### src/rtl/argb_bmp_pkg.sv
// argb_bmp_pkg: serializer FSM states, ARGB byte-lane indices and BMP row padding helper.
package argb_bmp_pkg;
    typedef enum logic [2:0] {IDLE, SEND_B, SEND_G, SEND_R, PAD} ser_state_t;
    localparam int LANE_B = 0;
    localparam int LANE_G = 1;
    localparam int LANE_R = 2;
    // Zero bytes needed so a row of 3-byte pixels ends on a 4-byte boundary.
    function automatic int pad_bytes(input int width);
        return (4 - ((3 * width) % 4)) % 4;
    endfunction
endpackage

### src/rtl/pixel_word_fifo.sv
// pixel_word_fifo: synchronous FIFO with flush; count reports occupancy 0..DEPTH.
module pixel_word_fifo #(
    parameter int DATA_W = 32,
    parameter int DEPTH  = 4
) (
    input  logic                     clk,
    input  logic                     rst,
    input  logic                     flush,
    input  logic                     push,
    input  logic                     pop,
    input  logic [DATA_W-1:0]        din,
    output logic [DATA_W-1:0]        dout,
    output logic                     full,
    output logic                     empty,
    output logic [$clog2(DEPTH):0]   count
);
    localparam int AW = $clog2(DEPTH);
    localparam logic [AW:0] FULL_CNT = (AW+1)'(DEPTH);
    logic [DATA_W-1:0] mem_q [DEPTH];
    logic [AW-1:0] wr_q, wr_d, rd_q, rd_d;
    logic [AW:0] cnt_q, cnt_d;
    logic do_push, do_pop;
    assign full    = cnt_q == FULL_CNT;
    assign empty   = cnt_q == '0;
    assign count   = cnt_q;
    assign dout    = mem_q[rd_q];
    assign do_push = push && !full;
    assign do_pop  = pop && !empty;
    always_comb begin
        wr_d  = flush ? '0 : wr_q + AW'(do_push);
        rd_d  = flush ? '0 : rd_q + AW'(do_pop);
        cnt_d = flush ? '0 : cnt_q + (AW+1)'(do_push) - (AW+1)'(do_pop);
    end
    always_ff @(posedge clk or posedge rst) begin
        if (rst) begin
            wr_q  <= '0;
            rd_q  <= '0;
            cnt_q <= '0;
        end else begin
            wr_q  <= wr_d;
            rd_q  <= rd_d;
            cnt_q <= cnt_d;
        end
    end
    always_ff @(posedge clk) begin
        if (do_push && !flush) mem_q[wr_q] <= din;
    end
endmodule

### src/rtl/argb_bmp_serializer.sv
// argb_bmp_serializer: buffers ARGB words and emits them as a row-padded 24-bit BMP byte stream.
module argb_bmp_serializer
    import argb_bmp_pkg::*;
#(
    parameter int IMG_WIDTH  = 640,
    parameter int IMG_HEIGHT = 480,
    parameter int FIFO_DEPTH = 4
) (
    input  logic        clk,
    input  logic        rst,
    input  logic        frame_start,
    input  logic [31:0] pixel_in,
    input  logic        pixel_valid,
    output logic        pixel_ready,
    output logic [7:0]  byte_out,
    output logic        byte_valid,
    input  logic        byte_ready,
    output logic        frame_done
);
    localparam int PAD_BYTES = pad_bytes(IMG_WIDTH);
    localparam int CW = (IMG_WIDTH > 1) ? $clog2(IMG_WIDTH) : 1;
    localparam int RW = (IMG_HEIGHT > 1) ? $clog2(IMG_HEIGHT) : 1;
    localparam int FW = $clog2(FIFO_DEPTH) + 1;
    localparam logic [CW-1:0] LAST_COL = CW'(IMG_WIDTH - 1);
    localparam logic [RW-1:0] LAST_ROW = RW'(IMG_HEIGHT - 1);
    localparam logic [1:0]    LAST_PAD = 2'(PAD_BYTES - 1);
    localparam logic [FW-1:0] DEPTH_CNT = FW'(FIFO_DEPTH);
    ser_state_t state_q, state_d;
    logic [23:0] hold_q, hold_d, fifo_dout;
    logic [CW-1:0] col_q, col_d;
    logic [RW-1:0] row_q, row_d;
    logic [1:0] pad_q, pad_d;
    logic done_q, done_d;
    logic push, pop, fifo_empty, unused_full, row_end;
    logic [FW-1:0] fifo_count;
    logic unused_alpha;
    assign unused_alpha = ^pixel_in[31:24];
    assign pixel_ready  = fifo_count < DEPTH_CNT;
    assign push         = pixel_valid && pixel_ready && !frame_start;
    pixel_word_fifo #(.DATA_W(24), .DEPTH(FIFO_DEPTH)) u_fifo (
        .clk   (clk),
        .rst   (rst),
        .flush (frame_start),
        .push  (push),
        .pop   (pop),
        .din   (pixel_in[23:0]),
        .dout  (fifo_dout),
        .full  (unused_full),
        .empty (fifo_empty),
        .count (fifo_count)
    );
    always_comb begin
        state_d = state_q;
        hold_d  = hold_q;
        col_d   = col_q;
        row_d   = row_q;
        pad_d   = pad_q;
        done_d  = 1'b0;
        pop     = 1'b0;
        row_end = 1'b0;
        case (state_q)
            IDLE: if (!fifo_empty) begin
                pop     = 1'b1;
                hold_d  = fifo_dout;
                state_d = SEND_B;
            end
            SEND_B: if (byte_ready) state_d = SEND_G;
            SEND_G: if (byte_ready) state_d = SEND_R;
            SEND_R: if (byte_ready) begin
                if (col_q != LAST_COL) begin
                    col_d   = col_q + CW'(1);
                    state_d = IDLE;
                end else if (PAD_BYTES > 0) state_d = PAD;
                else row_end = 1'b1;
            end
            PAD: if (byte_ready) begin
                if (pad_q == LAST_PAD) row_end = 1'b1;
                else pad_d = pad_q + 2'd1;
            end
            default: state_d = IDLE;
        endcase
        if (row_end) begin
            col_d   = '0;
            pad_d   = '0;
            row_d   = (row_q == LAST_ROW) ? '0 : row_q + RW'(1);
            done_d  = row_q == LAST_ROW;
            state_d = IDLE;
        end
        // A new frame discards everything in flight, including a pending pop.
        if (frame_start) begin
            state_d = IDLE;
            col_d   = '0;
            row_d   = '0;
            pad_d   = '0;
            done_d  = 1'b0;
            pop     = 1'b0;
        end
    end
    always_ff @(posedge clk or posedge rst) begin
        if (rst) begin
            state_q <= IDLE;
            hold_q  <= '0;
            col_q   <= '0;
            row_q   <= '0;
            pad_q   <= '0;
            done_q  <= 1'b0;
        end else begin
            state_q <= state_d;
            hold_q  <= hold_d;
            col_q   <= col_d;
            row_q   <= row_d;
            pad_q   <= pad_d;
            done_q  <= done_d;
        end
    end
    assign byte_valid = state_q != IDLE;
    assign frame_done = done_q;
    assign byte_out   = (state_q == SEND_B) ? hold_q[8*LANE_B +: 8] :
                        (state_q == SEND_G) ? hold_q[8*LANE_G +: 8] :
                        (state_q == SEND_R) ? hold_q[8*LANE_R +: 8] : 8'h00;
endmodule

### config.mk
export PLATFORM = sky130hd
export DESIGN_NAME = argb_bmp_serializer
export DESIGN_NICKNAME = d
export VERILOG_FILES = /design/src/rtl/argb_bmp_pkg.sv /design/src/rtl/pixel_word_fifo.sv /design/src/rtl/argb_bmp_serializer.sv
export SDC_FILE = /design/constraint.sdc
export NUM_CORES = 1
export LEC_CHECK = 0
export BUFFER_PORTS_ARGS = -buffer_cell sky130_fd_sc_hd__clkbuf_2
export CORE_MARGIN = 5
export CORE_UTILIZATION = 46
export DETAILED_ROUTE_END_ITERATION = 8
export PLACE_DENSITY_LB_ADDON = 0.1
export SYNTH_ARGS = -nofsm -noshare
export SYNTH_HDL_FRONTEND = slang
export SYNTH_HIERARCHICAL = 1
export SYNTH_SLANG_ARGS = --single-unit
export TNS_END_PERCENT = 100
### constraint.sdc
create_clock -name clk -period 8.7 [get_ports clk]
set_input_delay 1.74 -clock clk [delete_from_list [all_inputs] [get_ports clk]]
set_output_delay 1.74 -clock clk [all_outputs]
set_load 0.01 [all_outputs]
==> Yosys cells after proc, flatten, opt, wreduce, memory -nomap -nowiden <==
Memories as Yosys holds them, arrays and structs flattened. A register that Yosys moved wholly into a read port is not among the register bits.
Cells that the tools add are included.
{ "word_totals": {"mem_bits_rw": 96, "inputBits": 37, "word_cells": 92, "memories": 1, "output_inout_bits": 11, "register_bits": 32} }
{ "op_classes": {"n_addsub": 7, "magnitude_cmp": 1, "n_eq_ne": 15, "n_mux": 39, "bitwise_logic": 1, "n_reduce_logical": 20} }
{ "mem_list": {"columns": ["memory", "depth", "width", "rd", "rd_ports_with_merged_regs", "write_ports", "line", "text"], "rows": [
  ["u_fifo.mem_q", 4, 24, 1, 1, 1, "pixel_word_fifo.sv:19", "logic [DATA_W-1:0] mem_q [DEPTH];"]
]} }
{ "ops": {"columns": ["op", "count"], "rows": [
  ["$mux W10", 5],
  ["$mux W9", 3],
  ["$mux W3", 8],
  ["$mux W8", 3],
  ["$ne A4 B4 Y1 const B", 5],
  ["$pmux W3 S5", 1],
  ["$reduce_bool A3 Y1", 5],
  ["$mux W2", 7],
  ["$mux W1", 11],
  ["$add A10 B1 Y10 const B", 1],
  ["$ne A10 B10 Y1 const B", 1],
  ["$add A9 B1 Y9 const B", 1],
  ["$eq A9 B9 Y1 const B", 1],
  ["$eq A3 B2 Y1 const B", 2],
  ["$eq A3 B3 Y1 const B", 2],
  ["$logic_not A3 Y1", 2],
  ["$ne A3 B3 Y1 const B", 2],
  ["$reduce_and A3 Y1", 2],
  ["$reduce_and A6 Y1", 1],
  ["$logic_and A1 B1 Y1", 5],
  ["$add A2 B1 Y2", 2],
  ["$add A3 B1 Y3", 1],
  ["$eq A3 B1 Y1 const B", 1],
  ["$logic_not A1 Y1", 3],
  ["other kinds (8)", 8]
]} }

==> Depth between registers and ports, before layout <==
Gate-level depths: netlist of the first run.
{ "logic_depth": {"word_depth": 7, "ltp_mapped": 12, "ltp_nobuf": 12} }

==> Modules after synthesis <==
The synthesis of the first run kept the hierarchy.
{ "by_module_without_submodules": {"columns": ["module", "n_inst", "area_per_inst_um2", "cells_per_inst", "seq_area_each_um2"], "rows": [
  ["pixel_word_fifo", 1, 3913.8, 164, 3057.9],
  ["argb_bmp_serializer", 1, 2319.7, 229, 1151.1]
]} }

==> Worst setup path after synthesis of the first run <==
No wires, ideal clock.
{ "synth_path": {"path_type": "input to register", "start": "input frame_start", "end": "memory u_fifo.mem_q[0][0] (enable)", "cell_stages": 4, "t_required_ns": 8.234, "n_path_buf": 0, "t_arrival_ns": 4.387, "setup_ns": 0.466, "slack_ns": 3.847, "path_cell_list": "inv_1 -> and3_1 -> nand2b_1 -> nor4_1"} }
{ "synth_via": {"elab_chain_len": 6} }
{ "synth_lines": {"columns": ["item", "line", "text"], "rows": [
  ["start, declared", "argb_bmp_serializer.sv:11", "input logic frame_start,"],
  ["$logic_not A1 Y1", "argb_bmp_serializer.sv:39", "assign push = pixel_valid && pixel_ready && !frame_start;"],
  ["$logic_and A1 B1 Y1", "argb_bmp_serializer.sv:39", null],
  ["named net push", "argb_bmp_serializer.sv:34", "logic push, pop, fifo_empty, unused_full, row_end;"],
  ["$logic_and A1 B1 Y1", "pixel_word_fifo.sv:27", "assign do_push = push && !full;"],
  ["$logic_and A1 B1 Y1", "pixel_word_fifo.sv:46", "if (do_push && !flush) mem_q[wr_q] <= din;"],
  ["$mux W1", "pixel_word_fifo.sv:46", null],
  ["$mux W1 (not written as such)", "pixel_word_fifo.sv:46", null],
  ["end, declared", "pixel_word_fifo.sv:19", null]
]} }
The timed path passes the listed nets, and every way through them passes these cells.

==> Final worst setup path of the first run <==
{ "layout_path": {"start": "register state_q[0]", "end": "output byte_out[6]"} }
{ "layout_via": {"elab_chain_len": 4} }
{ "layout_lines": {"columns": ["item", "line", "text"], "rows": [
  ["start, declared", "argb_bmp_serializer.sv:28", "ser_state_t state_q, state_d;"],
  ["start signal, assigned", "argb_bmp_serializer.sv:108", "state_q <= state_d;"],
  ["$eq A3 B2 Y1", "argb_bmp_serializer.sv:120", "(state_q == SEND_R) ? hold_q[8*LANE_R +: 8] : 8'h00;"],
  ["$mux W8", "argb_bmp_serializer.sv:120", null],
  ["$mux W8", "argb_bmp_serializer.sv:119", "(state_q == SEND_G) ? hold_q[8*LANE_G +: 8] :"],
  ["$mux W8 *", "argb_bmp_serializer.sv:118", "assign byte_out = (state_q == SEND_B) ? hold_q[8*LANE_B +: 8] :"],
  ["end, declared", "argb_bmp_serializer.sv:15", "output logic [7:0] byte_out,"]
]} }
Mark *: on every way between the ends. The rest lies on a longest branch, timed or not.

==> out/metrics.csv, run 1 <==
metric,value,unit
Worst R2R End,row_q[0],
number of enable flip-flop cells after synthesis,96,
crit-path cells,ha_1 -> nand2_1 -> nor2_1 -> a21oi_1 -> o21ai_0 -> clkbuf_2,
syn_area_per_cell,15.9,µm²
Bufs on Longest Clock Path,2,
hold crit path type,reg -> reg,
sequential share of power,44.0,%
Crit. path cell count,6,
Pre-antenna DRT Iters,4,
Mapped Area,6230,µm²
GPL Wtd Cong,0.716,
WL/cell,18.2,µm
crit-path max cell delay,0.55,ns
Initial DRC Count,216,
sequential area share after synthesis,67.5,%
Top Ports,48,
kind of end point of the critical path,output port,
Slew Limit Fails,0,
Clock Skew,0.00813,ns
min Tclk post-route,3.93,ns
number of buffers created by CTS,17,
DR vias,3401,
flop2flop setup slack,5.98,ns
"Largest delay share family, worst path",adder cells,
fin area,7220,µm²
Hold Fails Final Rpt,0,
total wire length,11500,µm
synth warn,6,
Tot GR Track Use,15.4,%
Core Rows,42,
RSZ-0062 raised after global routing,no,
PostCTS Resize Cnt,0,
Startpoint Class,flop,
I/O Buffers,39,
total of max-cap violations,0,
net switching power,532,µW
Fin Setup TNS,0,ns
Worst-Skew Late Latency,0.41,ns
fraction of final layout cells sized beyond drive strength 1,28.6,%
Hold Slack,0.507,ns
CORE AREA,13200,µm²
Vias/cell,5.39,
Post-route DRC,0,
Comb power frac,19.4,%
first-pass GRT wire length,18900,µm
cell count after synthesis,393,
Clock transition at path regs,0.06,ns
"Setup violations, final",0,
Worst-Margin Slew,0.996,ns
CTS tree,built,
Cells after DPL,599,
Nets,492,
top_reg_cell synth,edfxtp_1,
hold path cells,1,
CTS Sinks,149,
detailed placement HPWL,7050,µm
Hold Buf Count CTS,0,
H-tree depth,4,
Post-synth ARST share,35.6,%
P_int,1.49,mW
PwrDens,280,nW/µm²
Detail Route Antenna Nets,0,
clk root buf,clkbuf_16,
Worst EP arrival,2.19,ns
clock share of power,36.6,%
Layout Cells excl Fill,631,
Netlist cell types,43,
Placed Area,6620,µm²
die height,126,µm
fin crit share,45.2,%
CP Buf/Inv Count,1,
largest net degree at the start of global routing,47,
r2r worst-path depth,5,
status,"finished, final reports clean",
switch share,26.3,%
ANT cells,0,
Starting Density,47.1,%
Die X,126,µm
RR Startpoint,state_q[0],
slew margin rel.,33.5,%
Worst EP required,6.96,ns
Achievable Freq,0.254,GHz
total congestion overflow,0,
Die ar.,16000,µm²
CP max stage cell,ha_1,
Worst VDD drop,0.280,mV
setup bufs post-CTS,0,
antenna violations before repair,0,
area grow syn2layout,15.8,%
crit path max fanout,13,
vias in the first global route,3551,
Pleak,2.66,nW
critical path class,reg -> out,
CP endpoint,byte_out[6],
Seq cells post-synth,149,
Critical path origin,state_q[0],
Post-Synthesis Net Count,443,
power by group through the flow:
stage               Clock [mW]  Sequential (mW)  Combinational, mW
global placement             0            0.900              0.393
detailed placement           0            0.904              0.401
floorplan                    0            0.887              0.304
CTS                      0.757            0.890              0.403
finish                   0.740            0.889              0.392
global route             0.789            0.899              0.438
placed cells by master, fill, tap and decap left out, drive strengths merged, types with 3 or more instances in the layout:
| cell | synthesis | layout |
|---|---|---|
| nor4 | 4 | 4 |
| or3 | 6 | 6 |
| buf | 6 | 7 |
| edfxtp | 96 | 96 |
| o31ai | 3 | 3 |
| a21oi | 17 | 17 |
| xor2 | 7 | 7 |
| bufinv | 0 | 3 |
| dfrtp | 53 | 53 |
| clkbuf | 10 | 56 |
| nand4 | 5 | 5 |
| nor2 | 24 | 24 |
| nand3 | 9 | 9 |
| mux2 | 24 | 24 |
| clkinv | 0 | 4 |
| xnor2 | 3 | 3 |
| nand2b | 4 | 4 |
| ha | 12 | 12 |
| mux4 | 24 | 24 |
| nor2b | 5 | 5 |
| nor3 | 6 | 6 |
| nand2 | 25 | 25 |
| inv | 12 | 18 |
| or4 | 3 | 3 |
| o21ai | 15 | 15 |
registers in the layout, indices dropped and copies added (netlist names):
register / cells
col_q: 10
frame_done: 1
hold_q: 24
row_q: 9
state_q: 2
u_fifo/count: 3
u_fifo/mem_q: 96
u_fifo/rd_q: 2
u_fifo/wr_q: 2
synth_stat cells (2+ instances only):
cell type | instances | area share, %
mux4_1 | 4 | 1.7
o21ai_0 | 15 | 1.2
xor2_1 | 7 | 0.98
edfxtp_1 | 96 | 46
mux4_2 | 20 | 7.2
nand3_1 | 9 | 0.72
or4_1 | 3 | 0.36
mux2i_1 | 2 | 0.32
nand4_1 | 5 | 0.50
dfrtp_1 | 53 | 21
buf_2 | 3 | 0.24
nor4_1 | 4 | 0.40
and3_1 | 2 | 0.20
nor3_1 | 6 | 0.48
nand4b_1 | 2 | 0.28
clkbuf_1 | 9 | 0.54
inv_1 | 12 | 0.72
or3_1 | 5 | 0.50
nor2_1 | 24 | 1.4
nand2b_1 | 4 | 0.40
ha_1 | 12 | 2.4
nor2b_1 | 5 | 0.50
nand2_1 | 25 | 1.5
o31ai_1 | 3 | 0.36
o21a_1 | 2 | 0.24
buf_12 | 2 | 0.64
a21oi_1 | 17 | 1.4
mux2_2 | 24 | 4.3
and2_1 | 2 | 0.20
xnor2_1 | 3 | 0.42
worst register-to-register path, stage by stage, from the launching register on:
cell      delay, ns
dfrtp_1        0.42
ha_1           0.55
nand4b_1       0.23
or4_1          0.68
o31ai_1        0.58
nor2_1         0.11
routing by layer:
layer	routed length, µm	GRT usage (%)
met5	0	0
met4	110	4.86
met3	511	4.54
met2	5760	24.9
met1	5130	20.1
cells by family after synthesis:
family | after synthesis | share of synthesized area (%)
multiplexers | 50 | 13.6
AO/OA/AOI/OAI | 41 | 3.75
XOR/XNOR | 11 | 1.77
adder cells (fa/ha/maj) | 13 | 2.73
buffers and inverters | 28 | 2.41
AND/OR/NAND/NOR | 101 | 8.25
flip-flops | 149 | 67.5
worst min-delay path by stage:
stage	startpoint	endpoint	slack [ns]
after floorplan	hold_q[17]	hold_q[17]	0.48
after global placement	hold_q[13]	hold_q[13]	0.49
after detailed placement	hold_q[0]	hold_q[0]	0.50
after CTS	hold_q[1]	hold_q[1]	0.51
after global routing	hold_q[3]	hold_q[3]	0.52
final	hold_q[0]	hold_q[0]	0.51
metrics by stage:
step           total power [mW]  setup slack, ns  util (%)
2_1_floorplan              1.19             3.85         -
3_3_place_gp               1.29             4.86      50.0
3_5_place_dp               1.31             4.84      50.0
4_1_cts                    2.05             4.73      54.5
5_1_grt                    2.13             4.55      54.5
6_report                   2.02             4.77      54.5
area by class of cell:
type	instances	area (µm²)
fillers	1107	6020
flip-flops and latches	149	4210
multi-input cells	216	1900
clock buffers	17	425
repair buffers	46	248
well taps	176	220
clock inverters	15	174
inverters	12	45.0
No activity file was read; power rests on OpenSTA's default activity.
==> run 2, diff against run 1 <==
Clock period 8.7 ns to 4.05 ns, I/O delays scaled along.
==> out/metrics.csv, run 2 (same netlist as run 1, synthesis figures left out) <==
metric,value,unit,change
status,"finished, final reports clean",,
Tot GR Track Use,15.6,%,+0.26 points
H-tree depth,4,,unchanged
Starting Density,47.1,%,unchanged
area grow syn2layout,15.5,%,
Die X,126,µm,unchanged
most frequent cells in the layout,"edfxtp_1, dfrtp_1, clkbuf_2",,
Cells after DPL,599,,unchanged
total wire length,11500,µm,about the same
worst slack at placement,1.11,ns,-3.73 ns
r2r worst-path depth,5,,unchanged
Worst VDD drop,0.451,mV,+61%
Layout Cells excl Fill,631,,unchanged
antenna violations before repair,0,,unchanged
Slew Limit Fails,0,,unchanged
clk root buf,clkbuf_16,,
critical path class,reg -> out,,
first-pass GRT wire length,19300,µm,+2.3%
die height,126,µm,unchanged
PwrDens,594,nW/µm²,+110%
I/O Buffers,39,,unchanged
flop2flop setup slack,1.40,ns,-4.58 ns
Fin Setup TNS,0,ns,unchanged
Pre-antenna DRT Iters,4,,unchanged
Placed Area,6620,µm²,unchanged
CTS Sinks,149,,unchanged
Startpoint Class,flop,,
Post-route DRC,0,,unchanged
fill count,1132,,+2.3%
register area,4210,µm²,unchanged
Multi-input gate area,1900,µm²,unchanged
"commonest non-fill, non-tap cell in the layout",edfxtp_1,,
Hold Fails Final Rpt,0,,unchanged
min Tclk post-route,3.05,ns,
Worst-Margin Slew,1.01,ns,+0.0170 ns
vias in the first global route,3705,,+4.3%
total of max-cap violations,0,,unchanged
DR vias,3380,,-0.62%
fraction of final layout cells sized beyond drive strength 1,28.8,%,+0.22 points
Critical path origin,state_q[0],,
Worst EP required,3.24,ns,-3.72 ns
Nets,492,,unchanged
Worst Slack Setup Final,1.00,ns,-3.77 ns
total congestion overflow,0,,unchanged
Initial DRC Count,174,,-19%
Detail Route Antenna Nets,0,,unchanged
Vias/cell,5.36,,-0.62%
WL/cell,18.2,µm,about the same
ANT cells,0,,unchanged
fin area,7200,µm²,-0.28%
Pwr Total,4.28,mW,+110%
setup bufs post-CTS,0,,unchanged
Worst R2R End,row_q[7],,
GPL Wtd Cong,0.732,,+2.1%
Worst EP arrival,2.24,ns,+0.05 ns
crit path max fanout,17,,+4
"Setup violations, final",0,,unchanged
Achievable Freq,0.328,GHz,
"Most flops, register",u_fifo/mem_q,,
Pleak,2.66,nW,-0.14%
Die ar.,16000,µm²,unchanged
slew margin rel.,32.4,%,-1.0 points
Regs by FF count,"u_fifo/mem_q: 96 flops, hold_q: 24 flops, col_q: 10 flops",,
RSZ-0062 raised after global routing,no,,
Bufs on Longest Clock Path,2,,unchanged
number of buffers created by CTS,17,,unchanged
Worst-Skew Late Latency,0.41,ns,about the same
CTS tree,built,,
Top Ports,48,,unchanged
RR Startpoint,state_q[1],,
Core Rows,42,,unchanged
max reg flops,96,,unchanged
largest net degree at the start of global routing,47,,unchanged
hold crit path type,in -> async,,
CORE AREA,13200,µm²,unchanged
Hold Buf Count CTS,0,,unchanged
PostCTS Resize Cnt,0,,unchanged
fin crit share,75.3,%,
kind of end point of the critical path,output port,,
Clock Skew,0.00657,ns,-0.00156 ns
detailed placement HPWL,7190,µm,+1.9%
Clock transition at path regs,0.06,ns,about the same
[run 2: changes by cell type in the layout (fill, tap and decap cells not counted)]
| cell | before | now |
|---|---|---|
| clkinv_4 | 0 | 3 |
| inv_6 | 6 | 3 |
| clkinv_1 | 3 | 1 |
| clkinv_2 | 1 | 3 |
| bufinv_16 | 3 | 2 |
| clkbuf_1 | 0 | 1 |
| clkinvlp_4 | 2 | 1 |
| inv_8 | 0 | 1 |
[run 2: cell type report]
type | instances | area share (%)
clock buffers | 18 | 5.96
clock inverters | 14 | 2.09
inverters | 12 | 0.626
multi-input cells | 216 | 26.4
flip-flops and latches | 149 | 58.5
well taps | 176 | 3.06
repair buffers | 46 | 3.44
[run 2: power by group]
group          switching (mW)  total (mW)  internal, mW
clock                   0.613        1.53         0.913
combinational           0.429       0.850         0.421
sequential             0.0973        1.90          1.81
total                    1.14        4.28          3.14
[run 2: through the flow]
step / hold WS, ns / util (%)
2_1_floorplan: 0.481 / -
3_3_place_gp: 0.490 / 50.0
3_5_place_dp: 0.496 / 50.0
4_1_cts: 0.325 / 54.4
5_1_grt: 0.348 / 54.4
6_report: 0.325 / 54.4
[run 2: metal layers]
metal | global-route usage, % | routed length (µm) | up-vias
li1 | - | - | 1593
met1 | 19.3 | 5170 | 1725
met2 | 26.7 | 5800 | 52
met3 | 4.29 | 409 | 10
met4 | 5.30 | 127 | 0
met5 | 0 | 0 | -
[run 2: how the worst max path moves through the flow]
| stage | end | slack, ns | cells past startpoint |
|---|---|---|---|
| 2_1_floorplan | u_fifo/mem_q[0][0] | 0.13 | 4 |
| 3_3_place_gp | u_fifo/count[2] | 1.17 | 11 |
| 3_5_place_dp | u_fifo/count[2] | 1.11 | 11 |
| 4_1_cts | byte_out[7] | 0.98 | 5 |
| 5_1_grt | byte_out[6] | 0.79 | 5 |
| 6_report | byte_out[7] | 1.00 | 5 |
[run 2: worst max-delay path, stage by stage (launching register included)]
cell,delay [ns]
dfrtp_1,0.42
inv_1,0.13
ha_1,0.58
a21oi_1,0.15
o21ai_0,0.34
clkbuf_2,0.20
==> run 3, diff against run 2 <==
Clock period 4.05 ns to 3.07 ns, I/O delays scaled along.
==> out/metrics.csv, run 3 (same netlist as run 1, synthesis figures left out) <==
metric,value,unit,change
status,"finished, final reports clean",,
Worst-Skew Late Latency,0.42,ns,about the same
H-tree depth,4,,unchanged
RSZ-0062 raised after global routing,no,,
detailed placement HPWL,7110,µm,-1.0%
Worst VDD drop,0.476,mV,+5.4%
Worst Slack Setup Final,0.261,ns,-0.739 ns
Initial DRC Count,212,,+22%
Worst EP arrival,2.19,ns,-0.05 ns
Worst EP required,2.46,ns,-0.78 ns
Clock transition at path regs,0.06,ns,about the same
Hold Slack,0.123,ns,-0.202 ns
crit-path cells,inv_1 -> ha_1 -> a21oi_1 -> o21ai_0 -> clkbuf_2,,
Regs by FF count,"u_fifo/mem_q: 96 flops, hold_q: 24 flops, col_q: 10 flops",,
Cells after DPL,603,,+0.67%
antenna violations before repair,0,,unchanged
max reg flops,96,,unchanged
fin area,7240,µm²,+0.57%
largest net degree at the start of global routing,47,,unchanged
fin crit share,91.5,%,
first-pass GRT wire length,19200,µm,-0.54%
clk root buf,clkbuf_16,,
min Tclk post-route,2.81,ns,
ANT cells,0,,unchanged
Achievable Freq,0.356,GHz,
Placed Area,6670,µm²,+0.72%
Starting Density,47.1,%,unchanged
Pleak,2.67,nW,+0.68%
die height,126,µm,unchanged
total wire length,11700,µm,+1.7%
slew margin rel.,28.6,%,-3.9 points
Nets,496,,+0.81%
setup bufs post-CTS,0,,unchanged
fraction of final layout cells sized beyond drive strength 1,29.4,%,+0.62 points
"Setup violations, final",0,,unchanged
Tot GR Track Use,15.8,%,+0.20 points
Hold Buf Count CTS,0,,unchanged
PwrDens,779,nW/µm²,+31%
number of buffers created by CTS,17,,unchanged
PostCTS Resize Cnt,0,,unchanged
Hold Fails Final Rpt,0,,unchanged
CP Buf/Inv Count,2,,unchanged
critical path class,reg -> out,,
Startpoint Class,flop,,
I/O Buffers,39,,unchanged
Pre-antenna DRT Iters,5,,+1
Fin Setup TNS,0,ns,unchanged
Bufs on Longest Clock Path,2,,unchanged
Slew Limit Fails,0,,unchanged
"commonest non-fill, non-tap cell in the layout",edfxtp_1,,
RR Startpoint,u_fifo/count[1],,
Post-route DRC,0,,unchanged
DR vias,3381,,+0.030%
WL/cell,18.4,µm,+1.0%
total of max-cap violations,0,,unchanged
area grow syn2layout,16.2,%,
CTS Sinks,149,,unchanged
"Largest delay share family, worst path",adder cells,,
Die X,126,µm,unchanged
"Most flops, register",u_fifo/mem_q,,
Worst-Margin Slew,1.07,ns,+0.0565 ns
crit-path max cell delay,0.55,ns,-0.03 ns
worst slack at placement,0.576,ns,-0.538 ns
Clock Skew,0.0118,ns,+0.00526 ns
Worst R2R End,u_fifo/count[2],,
CTS tree,built,,
Detail Route Antenna Nets,0,,unchanged
Layout Cells excl Fill,635,,+0.63%
Top Ports,48,,unchanged
Die ar.,16000,µm²,unchanged
total congestion overflow,0,,unchanged
crit path max fanout,17,,unchanged
CP max stage cell,ha_1,,
flop2flop setup slack,0.64,ns,-0.76 ns
hold crit path type,in -> async,,
CORE AREA,13200,µm²,unchanged
most frequent cells in the layout,"edfxtp_1, dfrtp_1, clkbuf_2",,
vias in the first global route,3605,,-2.7%
Vias/cell,5.32,,-0.60%
GPL Wtd Cong,0.722,,-1.3%
kind of end point of the critical path,output port,,
Core Rows,42,,unchanged
r2r worst-path depth,10,,+5
## run 3: stage by stage
stage | power (mW) | util (%)
2_1_floorplan | 3.38 | -
3_3_place_gp | 3.68 | 50.4
3_5_place_dp | 3.70 | 50.4
4_1_cts | 5.73 | 54.7
5_1_grt | 5.94 | 54.7
6_report | 5.64 | 54.7
## run 3: cell type report
cell class,count,area (µm²)
fill,1094,6000
sequential,149,4210
multi-input combinational,216,1920
clock buffer,21,460
timing repair buffer,50,278
tap,176,220
clock inverter,11,113
inverter,12,45.0
## run 3: routing by layer
| layer | wire length (µm) | share of wire [%] | global-route usage, % |
|---|---|---|---|
| met3 | 377 | 3.2 | 4.67 |
| met2 | 5990 | 51 | 26.0 |
| met1 | 5200 | 44 | 19.9 |
| met5 | 0 | 0 | 0 |
| met4 | 133 | 1.1 | 6.18 |
## run 3: power by group
| part | total (mW) | switching, mW | internal (mW) |
|---|---|---|---|
| clock | 2.00 | 0.827 | 1.18 |
| sequential | 2.52 | 0.138 | 2.38 |
| combinational | 1.12 | 0.561 | 0.561 |
## run 3: worst max path at each step
stage | startpoint | depth (start not counted) | endpoint | slack [ns]
3_3_place_gp | frame_start | 11 | u_fifo/count[2] | 0.59
4_1_cts | state_q[0] | 5 | byte_out[7] | 0.25
3_5_place_dp | frame_start | 11 | u_fifo/count[2] | 0.58
2_1_floorplan | frame_start | 3 | u_fifo/mem_q[2][0] | -0.06
5_1_grt | state_q[0] | 5 | byte_out[7] | 0.09
6_report | state_q[0] | 5 | byte_out[5] | 0.26
